## src/rtl/adc_interleave_seq.sv

```systemverilog
// adc_interleave_seq: round-robin channel sequencer for a registered 32:1 ADC mux with frame counting
//   clk           rising-edge clock
//   GlobalReset   asynchronous active-high reset
//   start         begin sequencing from IDLE (last_ch_cfg latched)
//   stop          finish the current frame, drain, return to IDLE
//   last_ch_cfg   last channel index of a frame
//   x_adc_select  channel select to the mux
//   x_adc         mux output, valid one cycle after its select
//   sample_out    captured sample, sample_ch its channel, sample_valid strobe
//   frame_done    strobe with the last channel's sample, frame_cnt completed frames
//   busy          high outside IDLE
module adc_interleave_seq #(
   parameter int DATA_W = 32,
   parameter int SEL_W  = 5,
   parameter int CNT_W  = 16
) (
   input  logic              clk,
   input  logic              GlobalReset,
   input  logic              start,
   input  logic              stop,
   input  logic [SEL_W-1:0]  last_ch_cfg,
   output logic [SEL_W-1:0]  x_adc_select,
   input  logic [DATA_W-1:0] x_adc,
   output logic [DATA_W-1:0] sample_out,
   output logic [SEL_W-1:0]  sample_ch,
   output logic              sample_valid,
   output logic              frame_done,
   output logic [CNT_W-1:0]  frame_cnt,
   output logic              busy
);
   typedef enum logic [1:0] {IDLE, RUN, DRAIN} state_t;
   state_t state, state_nxt;
   logic [SEL_W-1:0] sel, sel_d, last_ch;
   logic stop_pend, iss_d, drain_cnt, issue, at_last, last_sample;
   always_ff @(posedge clk or posedge GlobalReset)
      if (GlobalReset) state <= IDLE;
      else state <= state_nxt;
   always_comb begin
      at_last = sel == last_ch;
      state_nxt = state == IDLE ? (start ? RUN : IDLE) :
                  state == RUN  ? ((stop_pend && at_last) ? DRAIN : RUN) :
                  (drain_cnt ? IDLE : DRAIN);
   end
   always_comb begin
      busy = state != IDLE;
      issue = state == RUN;
      x_adc_select = sel;
   end
   // sel_d/iss_d align the issued select with the registered mux output
   assign last_sample = iss_d && sel_d == last_ch;
   always_ff @(posedge clk or posedge GlobalReset)
      if (GlobalReset) begin
         sel <= '0;
         sel_d <= '0;
         last_ch <= '0;
         stop_pend <= 1'b0;
         iss_d <= 1'b0;
         drain_cnt <= 1'b0;
         sample_out <= '0;
         sample_ch <= '0;
         sample_valid <= 1'b0;
         frame_done <= 1'b0;
         frame_cnt <= '0;
      end else begin
         sel <= (issue && !at_last) ? sel + 1'b1 : '0;
         drain_cnt <= state == DRAIN ? ~drain_cnt : 1'b0;
         stop_pend <= state == IDLE ? (start & stop) : (stop_pend | (issue & stop));
         iss_d <= issue;
         sel_d <= sel;
         sample_valid <= iss_d;
         frame_done <= last_sample;
         if (iss_d) begin
            sample_out <= x_adc;
            sample_ch <= sel_d;
         end
         if (last_sample) frame_cnt <= frame_cnt + 1'b1;
         if (state == IDLE && start) begin
            last_ch <= last_ch_cfg;
            frame_cnt <= '0;
         end
      end
endmodule

```

## config.mk

```make
export PLATFORM = sky130hd
export DESIGN_NAME = adc_interleave_seq
export DESIGN_NICKNAME = d
export VERILOG_FILES = /design/src/rtl/adc_interleave_seq.sv
export SDC_FILE = /design/constraint.sdc
export NUM_CORES = 1
export LEC_CHECK = 0
export BUFFER_PORTS_ARGS = -buffer_cell sky130_fd_sc_hd__buf_2
export CAP_MARGIN = 20
export CORE_UTILIZATION = 50
export DETAILED_ROUTE_END_ITERATION = 16
export PLACE_DENSITY = 0.79
export SLEW_MARGIN = 25
export SYNTH_ARGS = -nofsm -noshare
export SYNTH_HDL_FRONTEND = slang
export SYNTH_SLANG_ARGS = --single-unit
```

## constraint.sdc

```tcl
create_clock -name clk -period 2.9 [get_ports clk]
set_clock_uncertainty 0.15 [all_clocks]
set_input_delay 0.29 -clock clk [delete_from_list [all_inputs] [get_ports clk]]
set_output_delay 0.29 -clock clk [all_outputs]
set_load 0.01 [all_outputs]
```

* After elaboration in Yosys (flattened, before gate mapping) *
Cells that the tools add are included.
Widths: inputs -> output; s select.

storage, ports and cells
  register bits = 75
  input port bits = 41
  output and inout bits = 61
  word-level logic and storage cells = 40

cells by class
  muxes and demuxes = 10
  equality and inequality tests = 4
  bitwise gates (word level) = 4
  add/subtract/negate cells = 2
  reductions and logical operators = 8

operators by type and width
  operator               count
  $mux 16                2
  $add 16x1->16 const B  1
  $eq 5x5->1             2
  $mux 2                 4
  $add 5x1->5 const B    1
  $mux 5                 1
  $logic_and 1x1->1      4
  $reduce_bool 2->1      2
  $mux 1                 3
  $and 1x1->1            2
  $eq 2x1->1 const B     1
  $eq 2x2->1 const B     1
  $logic_not 2->1        1
  $logic_not 1->1        1
  $not 1->1              1
  $or 1x1->1             1

* Depth between registers and ports, before layout *
  depth in word-level cells = 5
  mapped depth = 6
  mapped depth without buffers = 5

* Worst setup path before layout *
Ideal clock, no wire load.

  kind = reg2reg
  start = reg last_ch[4]
  end = reg frame_cnt[10]
  path slack = 857 ps
  data arrival time = 1815 ps
  stages on the path, launching flop included = 6
  path buffers = 1
  period minus slack after synthesis = 2043 ps
  data required time = 2672 ps
  library setup time = 78 ps
  cells stage by stage = dfrtp_1 > xor2_1 > or4_1 > buf_2 > or4_1 > a21oi_1

between the ends
  longest elaborated chain between the ends = 3

ends and longest elaborated chain
  what                                RTL line  text
  start, declared                     33        logic [SEL_W-1:0] sel, sel_d, last_ch;
  start signal, assigned              78        last_ch <= last_ch_cfg;
  $eq 5x5->1                          50        assign last_sample = iss_d && sel_d == last_ch;
  $logic_and 1x1->1                   50
  $reduce_bool 2->1 (no source line)  --
  end signal, assigned                76        if (last_sample) frame_cnt <= frame_cnt + 1'b1;
  end, declared                       28        output logic [CNT_W-1:0] frame_cnt,

No other way between the ends.
A chain may end at the register's enable or synchronous reset.

* Worst setup path after layout *
Ends and elaborated chain as after synthesis.

==> impl_metrics.py <==
metrics = {
    "outcome": {
        "status": "finished clean",
    },
    "floorplan": {
        "die_width_um": 81.10,
        "fp.coreArea_um2": 5991,
        "ios": 102,
        "die-area_um2": 6576,
        "dieHeight_um": 81.10,
        "start_util_pct": 52.21,
        "fp-row-count": 28,
    },
    "logic_synthesis": {
        "post-synth-top-count-cell": "dfrtp_1",
        "synth_edf_count": 0,
        "netlist.area_leader.share_pct": 60.00,
        "synth-seq-area-share_pct": 60.00,
        "synth_largest_area_cell": "dfrtp_1",
        "syn_nets": 302,
        "syn_avg_cell_area_um2": 12.08,
        "yosys_warnings": 0,
        "synth_cell_types": 26,
        "synthTopCellsByArea": "dfrtp_1, mux2_2, nand2_1",
        "synthTopCellsByCount": "dfrtp_1, mux2_2, nand2_1, a21oi_1",
        "postSynthCellCount": 259,
        "synth_flop_cell": "dfrtp_1",
        "async_flop_share_pct": 100.0,
        "syn-cell-area_um2": 3128,
        "synth-seq-cells": 75,
    },
    "detailed_routing": {
        "initialDrtViolationCount": 80,
        "detail-route-antenna-nets": 0,
        "via_per_inst": 5.303,
        "vias": 2360,
        "drc": 0,
        "drt_pass1_iterations": 4,
        "wl_per_cell_um": 14.06,
        "drt_wl_total_um": 6257,
    },
    "layout": {
        "final_nets": 408,
        "drive_above_1_share_pct": 42.70,
        "antenna_cells": 0,
        "fillers": 484,
        "area_growth_pct": 26.20,
        "final_core_util_pct": 65.89,
    },
    "clock_network": {
        "cts_sinks": 75,
        "cts_tree": "done",
        "cts-root-buf": "clkbuf_8",
        "clkTransAtPathRegs_ns": 0.08,
        "numCtsBuffers": 9,
        "cts_buffer_depth": 2,
        "clk_latency_ns": 0.33,
        "cts_resized": 0,
        "htree_levels": 3,
        "post_cts_buffers": 0,
    },
    "place": {
        "gp_congestion": 0.7742,
        "hpwl_um": 4292,
        "io_buffers": 101,
    },
    "sta": {
        "hold_slack_ns": 0.01429,
        "rsz0062_at_grt": "false",
        "slew_violations": 0,
        "post-route-period-util_pct": 75.93,
        "hold_viol": 0,
        "setup_violations": 0,
        "period_minus_slack_ns": 2.202,
        "worst_slew_pin_slew_ns": 0.7498,
        "slew_headroom_pct": 49.94,
        "finalSetupTns_ns": 0,
        "clock.fmax_mhz": 454.2,
    },
    "power_and_ir_drop": {
        "power_density_nw_per_um2": 939.2,
        "power_mw": 3.708,
        "p_leak_nw": 1.900,
        "irDropWorstVdd_mv": 0.7175,
    },
    "grt": {
        "grt_max_degree": 42,
        "gr-total-overflow": 0,
        "antenna_found_initial": 0,
        "grt_pass1_wl_um": 10030,
        "grt_pass1_vias": 2239,
        "grt_usage_pct": 20.22,
    },
    "critical_path": {
        "worst_setup_path_start_kind": "flip-flop",
        "worstPathBufferInverterCount": 0,
        "slowest_stage": "or4_1",
        "critPathCaptureType": "flip-flop",
        "slowest_delay_ns": 0.67,
        "crit_type": "reg2reg",
        "cp_top_family": "simple AND/OR/NAND/NOR gates",
        "crit_top_cell": "or4_1",
        "path_cells": "xor2_1, or4_1, or4_1, a21oi_1",
        "cp.arrival_ns": 2.31,
        "required_ns": 3.00,
        "path_max_fanout": 8,
    },
    "worst_hold_path": {
        "min_path_type": "in2reg",
    },
    "run": {
        "cap_viol_max_count": 0,
    },
}
registers in the layout (all words and copies together) (netlist names):
| signal | cells |
|---|---|
| sample_out | 32 |
| frame_cnt | 16 |
| last_ch | 5 |
| sample_ch | 5 |
| sel_d | 5 |
| x_adc_select | 5 |
| state | 2 |
| drain_cnt | 1 |
| frame_done | 1 |
| iss_d | 1 |
| sample_valid | 1 |
| stop_pend | 1 |
layout by cell type, fill, tap and decap left out, types with 4 or more instances in the layout:
cell          n
a21oi_1      15
buf_2       101
clkbuf_8     10
clkinvlp_4    4
dfrtp_1      75
inv_1         7
mux2_2       37
nand2_1      28
nand3_1      10
nor2_1        7
nor3_1        4
o21ai_0       5
o31ai_1      10
or3_1         4
or4_1        11
xnor2_1      11
xor2_1        4
timing repair:
item | CTS | global route
hold buffers | 3 | 0
setup endpoints to repair | 0 | 0
hold endpoints to repair | 36 | 0
final timing paths:
kind                                        start                          to  slack, ns  cells after the start
min in group asynchronous             GlobalReset  sample_out[26]$_DFFE_PP0P_       0.49                      3
min reg2reg                   drain_cnt$_DFF_PP0_         drain_cnt$_DFF_PP0_       0.29                      1
max                        last_ch[4]$_DFFE_PP0P_   frame_cnt[10]$_DFFE_PP0P_       0.70                      4
max in group asynchronous             GlobalReset   x_adc_select[2]$_DFF_PP0_       1.43                      4
max reg2reg                last_ch[4]$_DFFE_PP0P_   frame_cnt[10]$_DFFE_PP0P_       0.70                      4
min                                last_ch_cfg[3]      last_ch[3]$_DFFE_PP0P_       0.01                      3
routing by layer:
metal	global-route usage (%)	wire length (um)
met1	25.46	2709
met2	33.11	3186
met3	4.607	311
met4	9.286	50
met5	0	0
per-stage QoR:
| stage | setup slack (ns) | std cells | cell area (um2) |
|---|---|---|---|
| global placement | 0.7874 | 426 | 3715 |
| global route | 0.5613 | 445 | 3948 |
| finish | 0.6981 | 445 | 3948 |
| detailed placement | 0.7207 | 426 | 3715 |
| floorplan | 0.5500 | 259 | 3128 |
| CTS | 0.6870 | 445 | 3948 |
report_power, final:
part           internal [mW]  leakage [nW]  total [mW]  switching, mW
Clock                  0.419        0.0905       0.806          0.386
Sequential              1.39         0.951        1.60          0.210
Combinational          0.627         0.859        1.30          0.672
cells by family (layout without fill, tap and decap cells):
group / after synthesis / count (layout) / share of synthesized area [%]
AO/OA/AOI/OAI: 31 / 31 / 5.880
flip-flops: 75 / 75 / 60.00
multiplexers: 40 / 40 / 14.28
adder cells (fa/ha/maj): 2 / 2 / 0.7999
XOR/XNOR: 15 / 15 / 4.200
AND/OR/NAND/NOR: 76 / 76 / 12.36
buffers and inverters: 20 / 131 / 2.480
final cells by class:
class                   instances  area, um2  area share (%)
multi-input cells             164       1174           29.73
flip-flops and latches         75       1877           47.54
inverters                       8      30.03          0.7607
well taps                      75      93.84           2.377
repair buffers                107      570.5           14.45
clock inverters                 6      65.06           1.648
clock buffers                  10      137.6           3.487
worst reg2reg max path, cell delays in order (launching register included):
cell	delay [ns]
dfrtp_1	0.44
xor2_1	0.19
or4_1	0.67
or4_1	0.51
a21oi_1	0.16
No activity file was read; power rests on OpenSTA's default activity.
